$ cat src/rtl/sdr_to_ddr_tx_if.sv
// Input pair handshake for the DDR byte-lane transmitter.
interface sdr_to_ddr_tx_if #(
    parameter int unsigned WIDTH = 8
);
    logic             in_valid;
    logic             in_ready;
    logic [WIDTH-1:0] in_data_0;
    logic [WIDTH-1:0] in_data_1;

    modport master (
        output in_valid,
        output in_data_0,
        output in_data_1,
        input  in_ready
    );

    modport slave (
        input  in_valid,
        input  in_data_0,
        input  in_data_1,
        output in_ready
    );
endinterface

$ cat src/rtl/sdr_to_ddr_tx.sv
// SDR-to-DDR transmitter: buffers word pairs in a FIFO and drives word 0 while clk is
// high and word 1 while clk is low on a single lane.
module sdr_to_ddr_tx #(
    parameter int unsigned      WIDTH     = 8,
    parameter int unsigned      DEPTH     = 4,
    parameter logic [WIDTH-1:0] IDLE_WORD = '0
) (
    input  logic                     clk,
    input  logic                     rst,
    sdr_to_ddr_tx_if.slave           in_if,
    input  logic                     tx_en_i,
    output logic [WIDTH-1:0]         ddr_data_o,
    output logic                     ddr_valid_o,
    output logic [$clog2(DEPTH):0]   fifo_level_o,
    output logic [7:0]               underrun_cnt_o
);
    localparam int unsigned PW = $clog2(DEPTH);
    localparam int unsigned LW = PW + 1;

    typedef enum logic {StIdle, StActive} state_e;

    state_e           state_q;
    logic [WIDTH-1:0] mem0_q [DEPTH];
    logic [WIDTH-1:0] mem1_q [DEPTH];
    logic [PW-1:0]    wr_ptr_q;
    logic [PW-1:0]    rd_ptr_q;
    logic [LW-1:0]    level_q;
    logic [WIDTH-1:0] hi_q;
    logic [WIDTH-1:0] lo_q;
    logic             valid_q;
    logic [7:0]       ucnt_q;

    logic full;
    logic empty;
    logic push;
    logic pop;
    logic underrun;

    assign full     = (level_q == LW'(DEPTH));
    assign empty    = (level_q == '0);
    // Ready drops combinationally during reset so reset-cycle pushes are dropped.
    assign in_if.in_ready = !full && !rst;
    assign push     = in_if.in_valid && in_if.in_ready;
    // A pop happens from either state; IDLE simply moves to ACTIVE on it.
    assign pop      = tx_en_i && !empty;
    assign underrun = (state_q == StActive) && tx_en_i && empty;

    // Pair storage; contents need no reset since level gates every read.
    always_ff @(posedge clk) begin
        if (push) begin
            mem0_q[wr_ptr_q] <= in_if.in_data_0;
            mem1_q[wr_ptr_q] <= in_if.in_data_1;
        end
    end

    // Control FSM, pointers, level and registered lane outputs.
    always_ff @(posedge clk) begin
        if (rst) begin
            state_q  <= StIdle;
            wr_ptr_q <= '0;
            rd_ptr_q <= '0;
            level_q  <= '0;
            hi_q     <= IDLE_WORD;
            lo_q     <= IDLE_WORD;
            valid_q  <= 1'b0;
            ucnt_q   <= 8'd0;
        end else begin
            if (push) begin
                wr_ptr_q <= wr_ptr_q + PW'(1);
            end
            unique case ({push, pop})
                2'b10:   level_q <= level_q + LW'(1);
                2'b01:   level_q <= level_q - LW'(1);
                default: level_q <= level_q;
            endcase

            // The lane never repeats stale data: no pop means idle words.
            if (pop) begin
                hi_q     <= mem0_q[rd_ptr_q];
                lo_q     <= mem1_q[rd_ptr_q];
                valid_q  <= 1'b1;
                rd_ptr_q <= rd_ptr_q + PW'(1);
            end else begin
                hi_q    <= IDLE_WORD;
                lo_q    <= IDLE_WORD;
                valid_q <= 1'b0;
            end

            unique case (state_q)
                StIdle:   state_q <= pop ? StActive : StIdle;
                StActive: state_q <= pop ? StActive : StIdle;
                default:  state_q <= StIdle;
            endcase

            if (underrun && ucnt_q != 8'hFF) begin
                ucnt_q <= ucnt_q + 8'd1;
            end
        end
    end

    // Word 0 on the high phase, word 1 on the low phase.
    assign ddr_data_o     = clk ? hi_q : lo_q;
    assign ddr_valid_o    = valid_q;
    assign fifo_level_o   = level_q;
    assign underrun_cnt_o = ucnt_q;
endmodule
$ cat src/flat_wrapper.sv
// flat-port wrapper written by rule: the top's interface ports become plain ports
module sdr_to_ddr_tx_flat 
#(
    parameter int unsigned      WIDTH     = 8,
    parameter int unsigned      DEPTH     = 4,
    parameter logic [WIDTH-1:0] IDLE_WORD = '0
)
  (clk, rst, tx_en_i, ddr_data_o, ddr_valid_o, fifo_level_o, underrun_cnt_o, in_if_in_valid, in_if_in_data_0, in_if_in_data_1, in_if_in_ready);
  sdr_to_ddr_tx_if #(.WIDTH(WIDTH)) in_if_i ();
  input  logic clk;
  input  logic rst;
  input  logic tx_en_i;
  output logic [WIDTH-1:0] ddr_data_o;
  output logic ddr_valid_o;
  output logic [$clog2(DEPTH):0] fifo_level_o;
  output logic [7:0] underrun_cnt_o;
  input wire logic [$bits(in_if_i.in_valid)-1:0] in_if_in_valid;
  input wire logic [$bits(in_if_i.in_data_0)-1:0] in_if_in_data_0;
  input wire logic [$bits(in_if_i.in_data_1)-1:0] in_if_in_data_1;
  output wire logic [$bits(in_if_i.in_ready)-1:0] in_if_in_ready;
  assign in_if_i.in_valid = in_if_in_valid;
  assign in_if_i.in_data_0 = in_if_in_data_0;
  assign in_if_i.in_data_1 = in_if_in_data_1;
  assign in_if_in_ready = in_if_i.in_ready;
  sdr_to_ddr_tx #(.WIDTH(WIDTH), .DEPTH(DEPTH), .IDLE_WORD(IDLE_WORD)) u_core (.clk(clk), .rst(rst), .in_if(in_if_i), .tx_en_i(tx_en_i), .ddr_data_o(ddr_data_o), .ddr_valid_o(ddr_valid_o), .fifo_level_o(fifo_level_o), .underrun_cnt_o(underrun_cnt_o));
endmodule
$ cat config.mk
export PLATFORM = sky130hd
export DESIGN_NAME = sdr_to_ddr_tx_flat
export DESIGN_NICKNAME = d
export VERILOG_FILES = /design/src/rtl/sdr_to_ddr_tx_if.sv /design/src/rtl/sdr_to_ddr_tx.sv /design/src/flat_wrapper.sv
export SDC_FILE = /design/constraint.sdc
export NUM_CORES = 1
export LEC_CHECK = 0
export ABC_CLOCK_PERIOD_IN_PS = 2500
export CORE_UTILIZATION = 25
export DETAILED_ROUTE_END_ITERATION = 7
export GPL_TIMING_DRIVEN = 0
export HOLD_SLACK_MARGIN = 0.08
export PLACE_DENSITY = 0.39
export REMOVE_ABC_BUFFERS = 1
export SLEW_MARGIN = 0
export SYNTH_ARGS = -nofsm -noshare
export SYNTH_HDL_FRONTEND = slang
export SYNTH_SLANG_ARGS = --single-unit
$ cat constraint.sdc
create_clock -name clk -period 2.5 [get_ports clk]
set_input_delay 0.375 -clock clk [delete_from_list [all_inputs] [get_ports clk]]
set_output_delay 0.375 -clock clk [all_outputs]
set_load 0.1 [all_outputs]
==> flow_summary.toml, run 1 <==
[floorplanning]
row_count = 44
ios = 41
die_w_um = 123.6
initial_core_util_pct = 25.51
core_um2 = 14480
die_y_um = 123.6
dieArea_um2 = 15260

[critical_path]
arrival_ns = 2.05
critPathCaptureType = "output port"
reg2reg_depth = 9
crit_required_ns = 2.12
cp-start-kind = "clock port"
setup.worst_path.class = "clk2out"
critical_path.max_fanout = 4

[synth]
synth_area_per_cell_um2 = 16.06
ys_seq_area_share_pct = 69.38
synth_cells = 230
synthFlopType = "edfxtp_1"
ys_ff_latch = 96
yosys.cell_count.top_type = "edfxtp_1"
syn_area_um2 = 3694
yosysTopAreaCell = "edfxtp_1"
yosysTopAreaCellShare_pct = 52.03
yosysUniqueCellTypes = 32
ys_top_cells_by_count = "64 x edfxtp_1, 32 x dfxtp_1, 17 x nor2b_1"
synth_edf_count = 64
ys_warn_count = 0
async_reset_ff_share_pct = 0
yosys-top-cells-area = "edfxtp_1 52%, dfxtp_1 17%, mux4_2 9.8%"

[global_routing]
met2_usage_pct = 15.01
grt_busiest_layer = "met2"
grt_usage_pct = 10.70
grt-ovfl-total = 0
grt_use_met1_pct = 12.21
use_met3_pct = 5.720
grt_max_degree = 19
grt_pass1_wl_um = 11190
grt_pass1_vias = 2104
grt_antenna_before_repair = 0

[placement]
port_buffers = 40
gp_congestion = 0.7071
hpwl_um = 3945

[finish]
final_nets = 302
syn_to_final_growth_pct = 27.10
fin_util_pct = 32.42
filler_cell_count = 1429
diodes = 0
drive_gt1_share_pct = 21.79

[timing]
tightest_slew_ns = 1.014
maxSlewViolCount = 0
rsz0062_at_grt = "false"
timing.final.crit_period_ns = 2.426
whs_ns = 0.5035
hold_violations = 0
finalCritPeriodShare_pct = 97.04
slew_headroom_pct = 32.30
setup_viol_count_final = 0
fmax_ghz = 0.4157
finClkSkew_ns = 0.007730

[cts]
ctsHoldBuffers = 0
cts_setup_buffers = 0
cts_tree = "done"
cts.clk_slew.worst_paths_ns = 0.07
insertion_delay_ns = 0.46

[drt]
drtPass1Iterations = 4
wl_per_cell_um = 15.22
drtIter0Drc = 240
routed_wl_um = 7062
num_vias = 1991
detail-route-antenna-nets = 0
drc_errors = 0
vias_per_cell = 4.291

[hold_path]
hold_depth = 2
hold_class = "in2reg"

[run_status]
status = "finished clean"

[power]
cellLeakagePower_nw = 1.639
peakVddDrop_uv = 652.4
powerDensity_nw_per_um2 = 1031

[flow_run]
cap_violations = 0
-- sequential cells by signal, indices dropped and copies added, names as in the netlist --
register,flops
u_core.underrun_cnt_o,8
u_core.hi_q,8
u_core.lo_q,8
u_core.state_q,1
u_core.fifo_level_o,3
u_core.mem1_q,32
u_core.wr_ptr_q,2
u_core.mem0_q,32
u_core.rd_ptr_q,2
-- layout by cell type, fill, tap and decap left out, types with 2 or more instances in the layout --
cell type,Yosys,routed
edfxtp_1,64,64
dfxtp_1,32,31
clkdlybuf4s50_1,0,25
nor2b_1,17,17
mux4_2,16,16
nor2_1,14,14
clkbuf_16,0,13
inv_1,10,10
mux2_2,8,8
buf_4,0,8
nand2_1,7,7
ha_1,6,6
a21oi_1,5,5
nand3_1,5,5
dlymetal6s2s_1,0,5
and2_2,0,4
mux2i_1,4,4
xor2_1,4,4
nor4_1,3,3
nor3_1,3,3
xnor2_1,2,2
o21ai_0,2,2
o31ai_1,2,2
and3_1,2,2
inv_6,0,2
clkinvlp_4,0,2
-- final timing paths --
kind              slack [ns]                             startpoint                                     to
setup / recovery        0.07                                    clk                          ddr_data_o[6]
hold / removal          0.50                                    rst  u_core.underrun_cnt_o[1]$_SDFFE_PP0P_
setup reg to reg        0.35    u_core.fifo_level_o[2]$_SDFFE_PP0P_    u_core.fifo_level_o[2]$_SDFFE_PP0P_
hold reg to reg         0.56  u_core.underrun_cnt_o[6]$_SDFFE_PP0P_  u_core.underrun_cnt_o[6]$_SDFFE_PP0P_
-- metal layers --
| layer | vias up | share of wire, % | wire [um] |
|---|---|---|---|
| li1 | 936 | - | - |
| met1 | 975 | 43 | 3021 |
| met2 | 62 | 45 | 3190 |
| met3 | 18 | 8.3 | 587 |
| met4 | 0 | 3.7 | 263 |
| met5 | - | 0 | 0 |
-- repair_timing --
action | CTS | global route
endpoints found under the setup margin | 76 | 7
pin swaps | 0 | 0
gates cloned | 0 | 0
gates resized for setup | 58 | 6
-- power breakdown --
part,internal (mW),leakage (nW),switching (mW)
clock network,1.17,0.280,0.942
logic,0.347,0.518,0.408
registers,1.82,0.841,0.151
-- cell families (layout without fill, tap and decap cells) --
kind of cell	Yosys count	in the layout	share of synthesized area (%)
flip-flops	96	96	69.38
buffers and inverters	20	70	2.405
AO/OA/AOI/OAI	12	12	2.168
AND/OR/NAND/NOR	61	61	8.774
XOR/XNOR	6	6	1.423
multiplexers	28	28	13.28
adder cells (fa/ha/maj)	7	7	2.574
-- metrics by stage --
step | setup slack, ns | setup TNS (ns) | total power, mW | area [um^2] | cells
after floorplan | -0.5389 | -10.59 | 2.802 | 3642 | 220
after global placement | -0.9200 | -61.87 | 3.074 | 4273 | 444
after detailed placement | -0.8953 | -62.33 | 3.076 | 4273 | 444
after CTS | 0.01457 | 0 | 4.935 | 4676 | 464
after global routing | 0.02021 | 0 | 5.073 | 4695 | 464
final | 0.07406 | 0 | 4.838 | 4695 | 464
-- worst max-delay path, stage by stage --
cell,delay (ns)
clkbuf_16,0.13
clkbuf_16,0.15
mux2_2,0.28
buf_4,0.24
-- layout make-up --
| type | instances | area [um^2] | area share, % |
|---|---|---|---|
| clock buffers | 22 | 399.1 | 8.502 |
| inverters | 10 | 37.54 | 0.7996 |
| flip-flops and latches | 96 | 2564 | 54.61 |
| multi-input cells | 114 | 1065 | 22.68 |
| repair buffers | 32 | 332.8 | 7.090 |
| clock inverters | 6 | 66.31 | 1.413 |
| well taps | 184 | 230.2 | 4.904 |
Power figures use the tool's default switching activity.
==> run 2, diff against run 1 <==
--- a/config.mk
+++ b/config.mk
@@ -16,3 +16,4 @@
 export SYNTH_ARGS = -nofsm -noshare
 export SYNTH_HDL_FRONTEND = slang
 export SYNTH_SLANG_ARGS = --single-unit
+export TNS_END_PERCENT = 1
==> flow_summary.toml, run 2 (same netlist as run 1, synthesis figures left out) <==
[run_status]
status = "finished clean"

[floorplanning]
die_y_um = 123.6
ios = 41
initial_core_util_pct = 25.51
row_count = 44
core_um2 = 14480
die_w_um = 123.6
dieArea_um2 = 15260

[critical_path]
r2r_setup_slack_ns = 0.35
arrival_ns = 2.09
worstReg2RegStart = "u_core.fifo_level_o[2]$_SDFFE_PP0P_"
reg2reg_depth = 9
cp-start-kind = "clock port"
setup.worst_path.class = "clk2out"
critical_path.max_fanout = 4
critPathCaptureType = "output port"
crit_required_ns = 2.12
r2r-end = "u_core.fifo_level_o[2]$_SDFFE_PP0P_"

[drt]
drc_errors = 0
vias_per_cell = 4.291
drtPass1Iterations = 4
num_vias = 1991
drtIter0Drc = 240
routed_wl_um = 7061
detail-route-antenna-nets = 0
wl_per_cell_um = 15.22

[timing]
rsz0062_at_grt = "false"
hold_violations = 0
setup_viol_count_final = 0
tightest_slew_ns = 1.014
finClkSkew_ns = 0.007730
maxSlewViolCount = 0
slew_headroom_pct = 32.30

[finish]
final_nets = 302
layout_commonest_cell = "edfxtp_1"
largest_registers = "u_core.mem0_q: 32 flops, u_core.mem1_q: 32 flops"
syn_to_final_growth_pct = 27.10
multi_input_area_um2 = 1065
layout.cells.most_common_list = "64 x edfxtp_1, 31 x dfxtp_1, 25 x clkdlybuf4s50_1, 17 x nor2b_1, 16 x mux4_2"
register_area_um2 = 2564
drive_gt1_share_pct = 21.79
final_cell_area_um2 = 4695
filler_cell_count = 1429
diodes = 0

[power]
peakVddDrop_uv = 652.4
powerDensity_nw_per_um2 = 1031
cellLeakagePower_nw = 1.638
power.total_mw = 4.838

[hold_path]
hold_depth = 2
hold_class = "in2reg"
hold_path_end = "u_core.underrun_cnt_o[1]$_SDFFE_PP0P_"
hp-start = "rst"

[placement]
port_buffers = 40
hpwl_um = 3945
gp_congestion = 0.7071
post_dp_cell_area_um2 = 4273

[cts]
cts.clk_slew.worst_paths_ns = 0.07
ctsHoldBuffers = 0
insertion_delay_ns = 0.46
cts_setup_buffers = 0
cts_tree = "done"

[global_routing]
grt_usage_pct = 10.70
grt-ovfl-total = 0
grt_max_degree = 19
grt_antenna_before_repair = 0
grt_pass1_vias = 2104
grt_pass1_wl_um = 11190

[flow_run]
cap_violations = 0
run 2: metrics by stage:
stage / setup WS, ns / hold WS, ns / setup TNS [ns] / std cells / utilization (%)
6_report: 0.03495 / 0.5035 / 0 / 464 / 32.42
5_1_grt: 0.01805 / 0.5440 / 0 / 464 / 32.42
4_1_cts: -0.07113 / 0.5440 / -0.07113 / 464 / 32.28
3_5_place_dp: -0.8953 / 0.5333 / -62.33 / 444 / 29.51
3_3_place_gp: -0.9200 / 0.5283 / -61.87 / 444 / 29.51
2_1_floorplan: -0.5389 / 0.4441 / -10.59 / 220 / -
run 2: what timing repair did:
action	CTS	global route
setup endpoints to repair	76	8
resized for setup	57	7
pin swaps	0	0
run 2: layout make-up:
class / count / area share [%]
multi-input combinational: 114 / 22.68
inverter: 10 / 0.7996
clock buffer: 22 / 8.502
clock inverter: 6 / 1.413
sequential: 96 / 54.61
tap: 184 / 4.904
timing repair buffer: 32 / 7.090
run 2: worst max path at each step:
stage,slack (ns),to,startpoint,depth (start not counted)
after floorplan,-0.54,in_if_in_ready,u_core.fifo_level_o[0]$_SDFFE_PP0P_,2
after global routing,0.02,ddr_data_o[1],clk,4
final,0.03,ddr_data_o[1],clk,4
after global placement,-0.92,u_core.mem0_q[0][3]$_DFFE_PP_,rst,3
after detailed placement,-0.90,u_core.mem1_q[3][3]$_DFFE_PP_,rst,3
after CTS,-0.07,ddr_data_o[1],clk,4
run 2: where the power goes:
part | switching [mW] | leakage, nW | total, mW | internal [mW]
Clock | 0.942 | 0.279 | 2.12 | 1.17
Combinational | 0.408 | 0.518 | 0.756 | 0.347
Sequential | 0.151 | 0.841 | 1.97 | 1.82
run 2: layer usage:
| layer | GRT usage, % | vias up | wire (um) | part of all wire, % |
|---|---|---|---|---|
| li1 | - | 936 | - | - |
| met1 | 12.21 | 975 | 3021 | 43 |
| met2 | 15.01 | 62 | 3189 | 45 |
| met3 | 5.720 | 18 | 587 | 8.3 |
| met4 | 7.982 | 0 | 263 | 3.7 |
| met5 | 0 | - | 0 | 0 |
run 2: worst max-delay path, stage by stage:
cell	delay [ns]
clkbuf_16	0.13
clkbuf_16	0.15
mux2_2	0.27
clkbuf_4	0.28
==> run 3, diff against run 2 <==
--- a/config.mk
+++ b/config.mk
@@ -5,7 +5,7 @@
 export SDC_FILE = /design/constraint.sdc
 export NUM_CORES = 1
 export LEC_CHECK = 0
-export ABC_CLOCK_PERIOD_IN_PS = 2500
+export ABC_CLOCK_PERIOD_IN_PS = 2650
 export CORE_UTILIZATION = 25
 export DETAILED_ROUTE_END_ITERATION = 7
 export GPL_TIMING_DRIVEN = 0
==> constraint.sdc (replaced) <==
create_clock -name clk -period 2.65 [get_ports clk]
set_input_delay 0.3975 -clock clk [delete_from_list [all_inputs] [get_ports clk]]
set_output_delay 0.3975 -clock clk [all_outputs]
set_load 0.1 [all_outputs]
==> flow_summary.toml, run 3 (same netlist as run 1, synthesis figures left out) <==
[global_routing]
grt_usage_pct = 10.72
grt_pass1_wl_um = 11210
grt_antenna_before_repair = 0
grt-ovfl-total = 0
grt_pass1_vias = 2104
grt_max_degree = 19

[timing]
hold_violations = 0
setup_viol_count_final = 0
maxSlewViolCount = 0
rsz0062_at_grt = "false"
slew_headroom_pct = 32.46
whs_ns = 0.5221
finClkSkew_ns = 0.008125
tightest_slew_ns = 1.012

[floorplanning]
dieArea_um2 = 15260
row_count = 44
die_y_um = 123.6
initial_core_util_pct = 25.51
ios = 41
core_um2 = 14480
die_w_um = 123.6

[cts]
cts_tree = "done"
ctsHoldBuffers = 0
cts_setup_buffers = 0
insertion_delay_ns = 0.46
cts.clk_slew.worst_paths_ns = 0.07

[critical_path]
arrival_ns = 2.23
crit_required_ns = 2.25
critical_path.max_fanout = 4
cp-start-kind = "clock port"
setup.worst_path.class = "clk2out"
critPathCaptureType = "output port"

[finish]
diodes = 0
drive_gt1_share_pct = 21.43
stdcell_count = 464
layout.cells.most_common_list = "64 x edfxtp_1, 31 x dfxtp_1, 30 x clkdlybuf4s50_1, 17 x nor2b_1, 16 x mux4_2"
layout_commonest_cell = "edfxtp_1"
syn_to_final_growth_pct = 26.59
final_nets = 302
largest_registers = "u_core.mem0_q: 32 flops, u_core.mem1_q: 32 flops"
fin_util_pct = 32.29

[power]
cell_internal_pwr_mw = 3.133
peakVddDrop_uv = 617.3
cellLeakagePower_nw = 1.560
clkPwrFrac_pct = 43.8
p_sw_mw = 1.413
sw_frac_of_total_pct = 31.09
seqPwrFrac_pct = 40.8
combPwrFrac_pct = 15.5
powerDensity_nw_per_um2 = 972.3

[run_status]
status = "finished clean"

[placement]
port_buffers = 40
hpwl_um = 3945
dp_cells = 444
gp_congestion = 0.7071

[drt]
num_vias = 1993
drtIter0Drc = 239
drc_errors = 0
vias_per_cell = 4.295
drtPass1Iterations = 5
detail-route-antenna-nets = 0
routed_wl_um = 7050
wl_per_cell_um = 15.19

[flow_run]
cap_violations = 0

[hold_path]
hold_class = "in2reg"
[run 3: per-stage QoR]
stage | total power, mW | TNS, ns | cell area (um^2) | setup WS [ns]
global placement | 2.900 | -52.80 | 4273 | -0.7925
CTS | 4.641 | 0 | 4659 | 0.01038
global route | 4.770 | 0 | 4676 | 0.008745
detailed placement | 2.902 | -53.26 | 4273 | -0.7678
finish | 4.546 | 0 | 4676 | 0.02604
floorplan | 2.643 | -0.7376 | 3642 | -0.4114
[run 3: layout make-up]
cell class	count	area (um^2)
Multi-Input combinational cell	114	1060
Clock inverter	6	66.31
Timing Repair Buffer	32	324.1
Clock buffer	22	394.1
Tap cell	184	230.2
Sequential cell	96	2564
Fill cell	1428	9803
Inverter	10	37.54
[run 3: worst paths after layout]
path / start / to / slack, ns / cells after the start
max: clk / ddr_data_o[7] / 0.03 / 4
min: rst / u_core.fifo_level_o[1]$_SDFFE_PP0P_ / 0.52 / 2
max reg2reg: u_core.fifo_level_o[2]$_SDFFE_PP0P_ / u_core.fifo_level_o[2]$_SDFFE_PP0P_ / 0.32 / 9
min reg2reg: u_core.underrun_cnt_o[6]$_SDFFE_PP0P_ / u_core.underrun_cnt_o[6]$_SDFFE_PP0P_ / 0.56 / 2
[run 3: worst max-delay path, stage by stage]
cell and delay, ns:
clkbuf_16 0.13, clkbuf_16 0.15, mux2_2 0.21, buf_2 0.41
[run 3: per-layer routing]
metal / vias to the layer above / global-route usage, % / part of all wire, %
li1: 939 / - / -
met1: 978 / 12.27 / 43
met2: 58 / 14.98 / 45
met3: 18 / 5.720 / 7.7
met4: 0 / 8.057 / 3.7
met5: - / 0 / 0
[run 3: timing repair]
item	in CTS	in global routing
endpoints found under the setup margin	75	4
gates cloned	0	0
gates resized for setup	52	4
[run 3: power groups by stage]
stage	clock, mW	sequential, mW	combinational, mW
floorplan	0.256	1.99	0.395
global placement	0.300	1.89	0.707
detailed placement	0.300	1.90	0.707
CTS	2.06	1.86	0.713
global route	2.12	1.88	0.761
finish	1.99	1.85	0.703
